[src/rtl/q_int8_requantizer.sv]
// Streams FP32 Q words from the projection SRAM, scales by 2^SCALE_EXP, rounds/saturates to INT8
// and packs four source words into each 128-bit INT8 destination word.
module q_int8_requantizer #(
  parameter int SCALE_EXP = 4,
  parameter int SRC_WORDS = 128,
  parameter int SRC_AW    = 7,
  parameter int DST_AW    = 5
) (
  input  logic              clk,
  input  logic              rst,
  input  logic              en,
  input  logic [127:0]      SRC_MEM_DOUT,
  output logic              SRC_MEM_CEB,
  output logic              SRC_MEM_WEN,
  output logic [SRC_AW-1:0] SRC_MEM_ADDR,
  output logic              DST_MEM_CEB,
  output logic              DST_MEM_WEN,
  output logic [DST_AW-1:0] DST_MEM_ADDR,
  output logic [127:0]      DST_MEM_DIN,
  output logic              busy,
  output logic              finished,
  output logic [9:0]        sat_count
);

  typedef enum logic [1:0] {StIdle, StRead, StDrain, StDone} state_e;

  localparam logic [SRC_AW-1:0] LastAddr = SRC_AW'(SRC_WORDS - 1);

  state_e              state_q, state_d;
  logic [SRC_AW-1:0]   rd_addr_q;
  logic                rd_ceb_q;
  logic                rd_vld_q;
  logic [1:0]          rd_slot_q;
  logic [127:0]        pack_q;
  logic                wr_ceb_q;
  logic                wr_first_q;
  logic [DST_AW-1:0]   wr_addr_q;
  logic [127:0]        wr_din_q;
  logic [9:0]          sat_q;

  logic                start;
  logic                rd_last;
  logic [8:0]          lane_res [4];
  logic [31:0]         conv_bytes;
  logic [2:0]          conv_clips;
  logic [127:0]        pack_next;
  logic [10:0]         sat_sum;

  // Returns {clip, int8}. Magnitude is taken at half-LSB resolution so one add+shift rounds
  // half away from zero; anything with unbiased exponent >7 is already >=256.
  function automatic logic [8:0] conv_lane(input logic [31:0] x);
    logic        sgn;
    logic [7:0]  ex;
    logic [22:0] man;
    logic [23:0] sig;
    logic [23:0] t;
    logic [8:0]  mag;
    logic [4:0]  sh;
    int          e_unb;
    logic [8:0]  res;
    sgn   = x[31];
    ex    = x[30:23];
    man   = x[22:0];
    sig   = {1'b1, man};
    e_unb = int'(ex) - 127 + SCALE_EXP;
    res   = 9'd0;
    t     = '0;
    mag   = '0;
    sh    = '0;
    if (ex == 8'hFF) begin
      if (man == 23'd0) res = sgn ? {1'b1, 8'h80} : {1'b1, 8'h7F};
    end else if (ex == 8'h00) begin
      res = 9'd0;
    end else if (e_unb > 7) begin
      res = sgn ? {1'b1, 8'h80} : {1'b1, 8'h7F};
    end else if (e_unb >= -1) begin
      sh  = 5'(22 - e_unb);
      t   = sig >> sh;
      mag = 9'((t + 24'd1) >> 1);
      if (!sgn) res = (mag > 9'd127) ? {1'b1, 8'h7F} : {1'b0, mag[7:0]};
      else      res = (mag > 9'd128) ? {1'b1, 8'h80} : {1'b0, 8'(9'd0 - mag)};
    end
    return res;
  endfunction

  always_comb begin
    for (int j = 0; j < 4; j++) lane_res[j] = conv_lane(SRC_MEM_DOUT[j*32 +: 32]);
  end

  always_comb begin
    conv_bytes = '0;
    conv_clips = '0;
    for (int j = 0; j < 4; j++) begin
      conv_bytes[j*8 +: 8] = lane_res[j][7:0];
      conv_clips           = conv_clips + {2'b00, lane_res[j][8]};
    end
    pack_next                          = pack_q;
    pack_next[{rd_slot_q, 5'd0} +: 32] = conv_bytes;
    sat_sum                            = {1'b0, sat_q} + {8'd0, conv_clips};
  end

  assign start   = (state_q == StIdle) && en;
  assign rd_last = (rd_addr_q == LastAddr);

  always_comb begin
    state_d = state_q;
    case (state_q)
      StIdle:  if (en) state_d = StRead;
      StRead:  if (rd_last) state_d = StDrain;
      // Final destination write is on the bus and no read data is still in flight.
      StDrain: if (!rd_vld_q && !wr_ceb_q) state_d = StDone;
      StDone:  state_d = StIdle;
      default: state_d = StIdle;
    endcase
  end

  always_ff @(posedge clk or posedge rst) begin
    if (rst) begin
      state_q    <= StIdle;
      rd_addr_q  <= '0;
      rd_ceb_q   <= 1'b1;
      rd_vld_q   <= 1'b0;
      rd_slot_q  <= '0;
      pack_q     <= '0;
      wr_ceb_q   <= 1'b1;
      wr_first_q <= 1'b0;
      wr_addr_q  <= '0;
      wr_din_q   <= '0;
      sat_q      <= '0;
    end else begin
      state_q   <= state_d;
      rd_vld_q  <= (state_q == StRead);
      rd_slot_q <= rd_addr_q[1:0];
      wr_ceb_q  <= 1'b1;
      wr_din_q  <= '0;
      if (start) begin
        rd_addr_q  <= '0;
        rd_ceb_q   <= 1'b0;
        wr_addr_q  <= '0;
        wr_first_q <= 1'b1;
        sat_q      <= '0;
      end else if (state_q == StRead) begin
        if (rd_last) rd_ceb_q  <= 1'b1;
        else         rd_addr_q <= rd_addr_q + 1'b1;
      end
      if (rd_vld_q) begin
        pack_q <= pack_next;
        sat_q  <= (sat_sum > 11'd1023) ? 10'h3FF : sat_sum[9:0];
        if (rd_slot_q == 2'd3) begin
          wr_ceb_q   <= 1'b0;
          wr_din_q   <= pack_next;
          wr_first_q <= 1'b0;
          // Advance before each write after the first, so the address never wraps past the end.
          if (!wr_first_q) wr_addr_q <= wr_addr_q + 1'b1;
        end
      end
    end
  end

  assign SRC_MEM_CEB  = rd_ceb_q;
  assign SRC_MEM_WEN  = 1'b1;
  assign SRC_MEM_ADDR = rd_addr_q;
  assign DST_MEM_CEB  = wr_ceb_q;
  assign DST_MEM_WEN  = wr_ceb_q;
  assign DST_MEM_ADDR = wr_addr_q;
  assign DST_MEM_DIN  = wr_din_q;
  assign busy         = (state_q != StIdle);
  assign finished     = (state_q == StDone);
  assign sat_count    = sat_q;

endmodule

[config.mk]
export PLATFORM = sky130hd
export DESIGN_NAME = q_int8_requantizer
export DESIGN_NICKNAME = d
export VERILOG_FILES = /design/src/rtl/q_int8_requantizer.sv
export SDC_FILE = /design/constraint.sdc
export NUM_CORES = 1
export LEC_CHECK = 0
export BUFFER_PORTS_ARGS = -buffer_cell sky130_fd_sc_hd__clkbuf_2
export CAP_MARGIN = 10
export CORE_MARGIN = 2
export CORE_UTILIZATION = 40
export CTS_BUF_LIST = sky130_fd_sc_hd__clkbuf_2
export DETAILED_ROUTE_END_ITERATION = 16
export PLACE_DENSITY = 0.6
export SYNTH_ARGS = -nofsm -noshare
export SYNTH_HDL_FRONTEND = slang
export SYNTH_SLANG_ARGS = --single-unit
[constraint.sdc]
create_clock -name clk -period 10.65 [get_ports clk]
set_input_delay 1.065 -clock clk [delete_from_list [all_inputs] [get_ports clk]]
set_output_delay 1.065 -clock clk [all_outputs]
set_load 0.02 [all_outputs]
Yosys cells after proc, flatten, opt, wreduce, memory -nomap -nowiden

Index checks and enable logic that the tools add are counted.

Output and inout bits: 156
Flip-flop bits (word level): 286

Multiplexer cells: 61
Reduce and logical (&&, ||, !) cells: 20
Add/subtract/negate cells: 27
Magnitude comparators: 17
Shifts and indexed selects: 6
Equality and inequality tests: 13

Operator list:

| kind                     | number |
|---|---|
| $mux 9                   | 32 |
| $mux 128                 | 2 |
| $bwmux 128               | 1 |
| $shift 32x9->128 const A | 1 |
| $shiftx 32x9->128        | 1 |
| $shr 24x5->10            | 4 |
| $logic_not 23->1         | 4 |
| $add 10x1->10 const B    | 4 |
| $add 9x4->10 const B     | 4 |
| $ge 10x1->1 const B      | 4 |
| $gt 10x4->1 const B      | 4 |
| $gt 9x7->1 const B       | 4 |
| $gt 9x8->1 const B       | 4 |
| $sub 8x7->9 const B      | 4 |
| $eq 8x8->1 const B       | 4 |
| $logic_not 8->1          | 4 |
| $mux 8                   | 4 |
| $sub 1x8->8 const A      | 4 |
| $mux 10                  | 3 |
| $mux 7                   | 3 |
| $mux 5                   | 4 |
| $sub 5x5->5 const A      | 4 |
| $add 10x3->11            | 1 |
| $gt 11x10->1 const B     | 1 |
| 19 further kinds         | 39 |

Depth between registers and ports, before layout

Word-level depth: 19
Depth in mapped cells: 35
Mapped depth without buffers: 32

Worst setup path after synthesis

No wires, ideal clock.

Kind: input-to-reg
Start point: input SRC_MEM_DOUT[119]
End point: register sat_q[9], in the netlist sat_count[9]
Buffers on the path: 3
Path slack: 2.772 ns
Arrival: 7.753 ns
Stages: 31
Cells stage by stage: buf_1 clkbuf_1 nand3_1 xnor2_1 ha_1 or3_1 buf_2 nand3_1 o22ai_1 a211oi_1 nand2_1 o21ai_0 ha_1 inv_1 o41ai_2 a21oi_1 ha_1 nor4_1 nand2_1 or3_1 a21oi_1 o21a_1 nor3_1 fa_1 inv_1 fa_1 fa_1 nand2_1 nor2_1 nor3_1 nor3_1

Cells in the longest elaborated chain, start to end: 17
Elaborated cells on any way between the ends: 23
Classes of those cells: add/sub: 6; order compare: 5; eq/ne: 1; shift: 1; mux: 9; reduce/logical: 1

Ends and longest elaborated chain:

| element                                  | RTL line | source |
|---|---|---|
| start: declaration                       | 12       | `input logic [127:0] SRC_MEM_DOUT,` |
| $sub 8x7->9                              | 65       | `e_unb = int'(ex) - 127 + SCALE_EXP;` |
| $add 9x4->10                             | 65       |  |
| $sub 5x5->5                              | 77       | `sh = 5'(22 - e_unb);` |
| $shr 24x5->10                            | 78       | `t = sig >> sh;` |
| $add 10x1->10                            | 79       | `mag = 9'((t + 24'd1) >> 1);` |
| $gt 9x7->1 or $gt 9x8->1 (tied branches) | 80, 81   |  |
| $mux 9, on equally long branches         | 80, 81   |  |
| $mux 9                                   | 80       | `if (!sgn) res = (mag > 9'd127) ? {1'b1, 8'h7F} : {1'b0, mag[7:0]};` |
| $mux 9                                   | 76       | `end else if (e_unb >= -1) begin` |
| $mux 9                                   | 74       | `end else if (e_unb > 7) begin` |
| $mux 9                                   | 72       | `end else if (ex == 8'h00) begin` |
| $mux 9 *                                 | 70       | `if (ex == 8'hFF) begin` |
| $add 3x1->3 *                            | 95       | `conv_clips = conv_clips + {2'b00, lane_res[j][8]};` |
| $add 10x3->11 *                          | 99       | `sat_sum = {1'b0, sat_q} + {8'd0, conv_clips};` |
| $gt 11x10->1                             | 148      | `sat_q <= (sat_sum > 11'd1023) ? 10'h3FF : sat_sum[9:0];` |
| $mux 10 *                                | 148      |  |
| $mux 10 *                                | 146      | `if (rd_vld_q) begin` |
| end signal: assignment                   | 148      |  |
| end: declaration                         | 39       | `logic [9:0] sat_q;` |

Every way passes the cells marked *; elsewhere a longest branch is shown, timed or not.
A chain may end at the register's enable or synchronous reset.

Final worst setup path

Ends and elaborated chain as after synthesis.

==> impl_metrics.xml <==
<?xml version="1.0" encoding="UTF-8"?>
<metrics>
  <group name="critical_path">
    <metric name="critPathSlowestCell" unit="">o311ai_2</metric>
    <metric name="timing.critical_path.fanout_max" unit="">35</metric>
    <metric name="worst-endpoint-required" unit="ps">11410</metric>
    <metric name="worst_path_largest_cell_delay" unit="ps">780</metric>
    <metric name="cp_common_cell" unit="">nor3_1</metric>
    <metric name="worstSetupStartpointType" unit="">input port</metric>
    <metric name="path_buf_inv" unit="">3</metric>
    <metric name="critPathArrivalTime" unit="ps">9170</metric>
    <metric name="worstSetupPathType" unit="">in -&gt; reg</metric>
    <metric name="cp_top_delay_family" unit="">compound AO/OA/AOI/OAI gates</metric>
    <metric name="setup.worst_path.end_class" unit="">flop</metric>
  </group>
  <group name="synth">
    <metric name="mappedNetlistArea" unit="sq mm">0.0192</metric>
    <metric name="synth_top_cells_by_count" unit="">dfrtp_1 (252), nand2_1 (212), nor2_1 (165), o21ai_0 (132), a22o_1 (85)</metric>
    <metric name="cell_variety_after_synth" unit="">124</metric>
    <metric name="syn_inst" unit="">2008</metric>
    <metric name="synthTopCellsByArea" unit="">dfrtp_1 (33%), mux4_2 (9.8%), nand2_1 (4.1%)</metric>
    <metric name="ys.warnings.count" unit="">0</metric>
    <metric name="synth_flop_cell" unit="">dfrtp_1</metric>
    <metric name="post-synth-top-area-fraction" unit="">0.328</metric>
    <metric name="portion_of_the_post_synthesis_area_used_by_sequential_elements" unit="">0.331</metric>
    <metric name="syn_nets" unit="">2198</metric>
    <metric name="synthDominantAreaCellType" unit="">dfrtp_1</metric>
    <metric name="post_synth.cell_area_avg" unit="sq um">9.58</metric>
    <metric name="async_flop_share" unit="">1.00</metric>
    <metric name="edff_count_synth" unit="">0</metric>
    <metric name="post-synth-top-count-cell" unit="">dfrtp_1</metric>
    <metric name="number_of_storage_elements_in_the_synthesis_netlist" unit="">254</metric>
  </group>
  <group name="power_and_ir_drop">
    <metric name="powerDensity" unit="mW/mm^2">172</metric>
    <metric name="p_leak" unit="nW">9.80</metric>
    <metric name="peakVddDrop" unit="uV">68.7</metric>
    <metric name="finalPower" unit="mW">3.73</metric>
  </group>
  <group name="clocking">
    <metric name="post_cts.resized_instances" unit="">0</metric>
    <metric name="source_to_sink_clock_delay_at_the_later_pin_of_the_worst_skew_pair" unit="ps">900</metric>
    <metric name="cts_root_buffer" unit="">clkbuf_2</metric>
    <metric name="clock_tree.htree_level_count" unit="">2</metric>
    <metric name="cts_tree" unit="">yes</metric>
    <metric name="clock_path_buffers" unit="">3</metric>
    <metric name="numClockSinks" unit="">254</metric>
    <metric name="ctsHoldBuffers" unit="">0</metric>
    <metric name="cts_buffers" unit="">60</metric>
    <metric name="clk_transition_reported_paths" unit="ps">110</metric>
    <metric name="post-cts-setup-buffers" unit="">0</metric>
  </group>
  <group name="place">
    <metric name="detailed_place_hpwl" unit="um">43900</metric>
    <metric name="place.port_buffers" unit="">285</metric>
    <metric name="finalWeightedCongestion" unit="">0.931</metric>
    <metric name="placed_cells" unit="">2818</metric>
  </group>
  <group name="global_route">
    <metric name="first_global_vias" unit="">16566</metric>
    <metric name="grt.total_usage" unit="">0.229</metric>
    <metric name="global_route_wire_length_before_repair" unit="um">92500</metric>
    <metric name="globalRouteOverflowTotal" unit="">0</metric>
    <metric name="maximum_number_of_pins_on_one_net_before_global_route_repair" unit="">103</metric>
    <metric name="antenna_found_initial" unit="">2</metric>
  </group>
  <group name="run_status">
    <metric name="run_status" unit="">finished, final reports clean</metric>
  </group>
  <group name="timing">
    <metric name="fin_tns_setup" unit="ps">0</metric>
    <metric name="fin_crit_share" unit="">0.790</metric>
    <metric name="fmaxAchievable" unit="GHz">0.119</metric>
    <metric name="report.final.setup_viol" unit="">0</metric>
    <metric name="max_slew.worst_pin.slew" unit="ps">1040</metric>
    <metric name="timing_hold_violations_final" unit="">0</metric>
    <metric name="min_clock_period_post_route" unit="ps">8410</metric>
    <metric name="worst_slew_margin" unit="">0.300</metric>
    <metric name="fin_skew" unit="ps">29.1</metric>
    <metric name="rsz_0062_raised_after_global_routing" unit="">no</metric>
    <metric name="final-max-slew-violation-count" unit="">0</metric>
  </group>
  <group name="floorplanning">
    <metric name="core" unit="sq mm">0.0476</metric>
    <metric name="initial_utilization" unit="">0.404</metric>
    <metric name="die_h" unit="um">223</metric>
    <metric name="area_enclosed_by_the_die_boundary" unit="sq mm">0.0499</metric>
    <metric name="io-pin-count" unit="">287</metric>
    <metric name="core.rowCount" unit="">80</metric>
    <metric name="dieWidth" unit="um">223</metric>
  </group>
  <group name="cells_and_area">
    <metric name="syn2layout_area_growth" unit="%">12.4</metric>
    <metric name="final_cell_count_no_fill" unit="">2924</metric>
    <metric name="drive_above_1_share" unit="">0.255</metric>
    <metric name="final_net_count" unit="">2456</metric>
  </group>
  <group name="routing">
    <metric name="post_drt_wl_per_cell" unit="um">20.0</metric>
    <metric name="dr.first_iter.drc_count" unit="">1324</metric>
    <metric name="total_via_count_in_the_routed_design" unit="">17381</metric>
    <metric name="vias_per_cell" unit="">5.94</metric>
    <metric name="routed_wl" unit="um">58400</metric>
    <metric name="final_antenna_net_count" unit="">0</metric>
    <metric name="drt_pre_antenna_iters" unit="">6</metric>
    <metric name="drt_drc_violations_left" unit="">0</metric>
  </group>
  <group name="worst_hold_path">
    <metric name="holdCritPathClass" unit="">in -&gt; async</metric>
  </group>
  <group name="run">
    <metric name="timing.max_cap.violations" unit="">0</metric>
  </group>
</metrics>
==> cell families (layout without fill, tap and decap cells) <==
group	after synthesis	in the layout	synth area share
compound gates	546	546	0.213
other cells	1	2	0.000195
buf+inv	171	471	0.0394
mux	158	158	0.139
xor+xnor	87	87	0.0481
simple gates	730	730	0.189
fa+ha+maj	61	61	0.0406
flops	254	254	0.331
==> final timing paths <==
check / start / endpoint / slack, ps / cells after the start
max: SRC_MEM_DOUT[119] / sat_count[9]$_DFFE_PP0P_ / 2240 / 28
min: rst / DST_MEM_DIN[115]$_DFF_PP0_ / 260 / 2
max reg2reg: rd_vld_q$_DFF_PP0_ / DST_MEM_DIN[125]$_DFF_PP0_ / 7630 / 5
min reg2reg: pack_q[35]$_DFFE_PP0P_ / DST_MEM_DIN[35]$_DFF_PP0_ / 470 / 2
max in group asynchronous: rst / DST_MEM_DIN[125]$_DFF_PP0_ / 8000 / 4
min in group clk: pack_q[35]$_DFFE_PP0P_ / DST_MEM_DIN[35]$_DFF_PP0_ / 470 / 2
==> per-layer routing <==
metal | wire length, um | GRT usage
met5 | 22 | 0
met4 | 1270 | 0.0602
met3 | 3910 | 0.0394
met2 | 26600 | 0.363
met1 | 26600 | 0.326
==> placed cells by master, fill, tap and decap left out, types with 8 or more instances in the layout <==
cell,count
o31ai_1,22
buf_4,16
mux2_2,15
nor4_1,35
nor3_1,52
or2_2,16
a21o_1,16
dfrtp_1,252
o21ai_0,132
nand3b_1,10
clkbuf_2,371
xor2_1,31
xnor2_1,40
nor2_1,162
a21oi_1,65
o21ai_1,15
a31oi_1,16
or3_1,20
and3_1,23
o22ai_1,12
o21bai_1,9
nand2b_1,31
mux4_2,84
clkinv_1,13
inv_1,61
ha_1,56
and2_1,28
o21a_1,11
a22o_1,85
o211ai_1,11
nand4_1,23
nand2_1,212
mux2i_1,57
o221ai_1,12
a32o_1,24
o31a_1,8
a22oi_1,9
nand3_1,66
==> state kept, by name (all words and copies together) (netlist names) <==
name	cells
wr_first_q	1
sat_count	10
rd_vld_q	1
SRC_MEM_CEB	1
state_q	2
pack_q	96
rd_slot_q	2
DST_MEM_DIN	128
DST_MEM_CEB	1
DST_MEM_ADDR	5
SRC_MEM_ADDR	7
==> final cells by class <==
class | count | area (sq um)
diodes | 1 | 2.50
clock buffers | 86 | 430
clock inverters | 18 | 109
fillers | 4643 | 26000
inverters | 65 | 251
multi-input cells | 1583 | 12100
flip-flops and latches | 254 | 6360
well taps | 615 | 769
repair buffers | 302 | 1550
==> stage by stage <==
| stage | utilization | instance area [sq um] | worst slack, ps | hold slack (ps) |
|---|---|---|---|---|
| final | 0.454 | 21600 | 2240 | 261 |
| after detailed placement | 0.442 | 21100 | 1430 | 468 |
| after floorplan | - | 19200 | 2600 | 448 |
| after CTS | 0.454 | 21600 | 2400 | 211 |
| after global placement | 0.442 | 21100 | 1690 | 460 |
| after global routing | 0.454 | 21600 | 1730 | 263 |
==> where the power goes <==
group / leakage [nW] / switching (mW) / internal (mW)
clock: 0.402 / 0.394 / 0.242
sequential: 3.50 / 0.129 / 1.14
combinational: 5.90 / 1.13 / 0.692
total: 9.80 / 1.65 / 2.08
No activity file was read; power rests on OpenSTA's default activity.
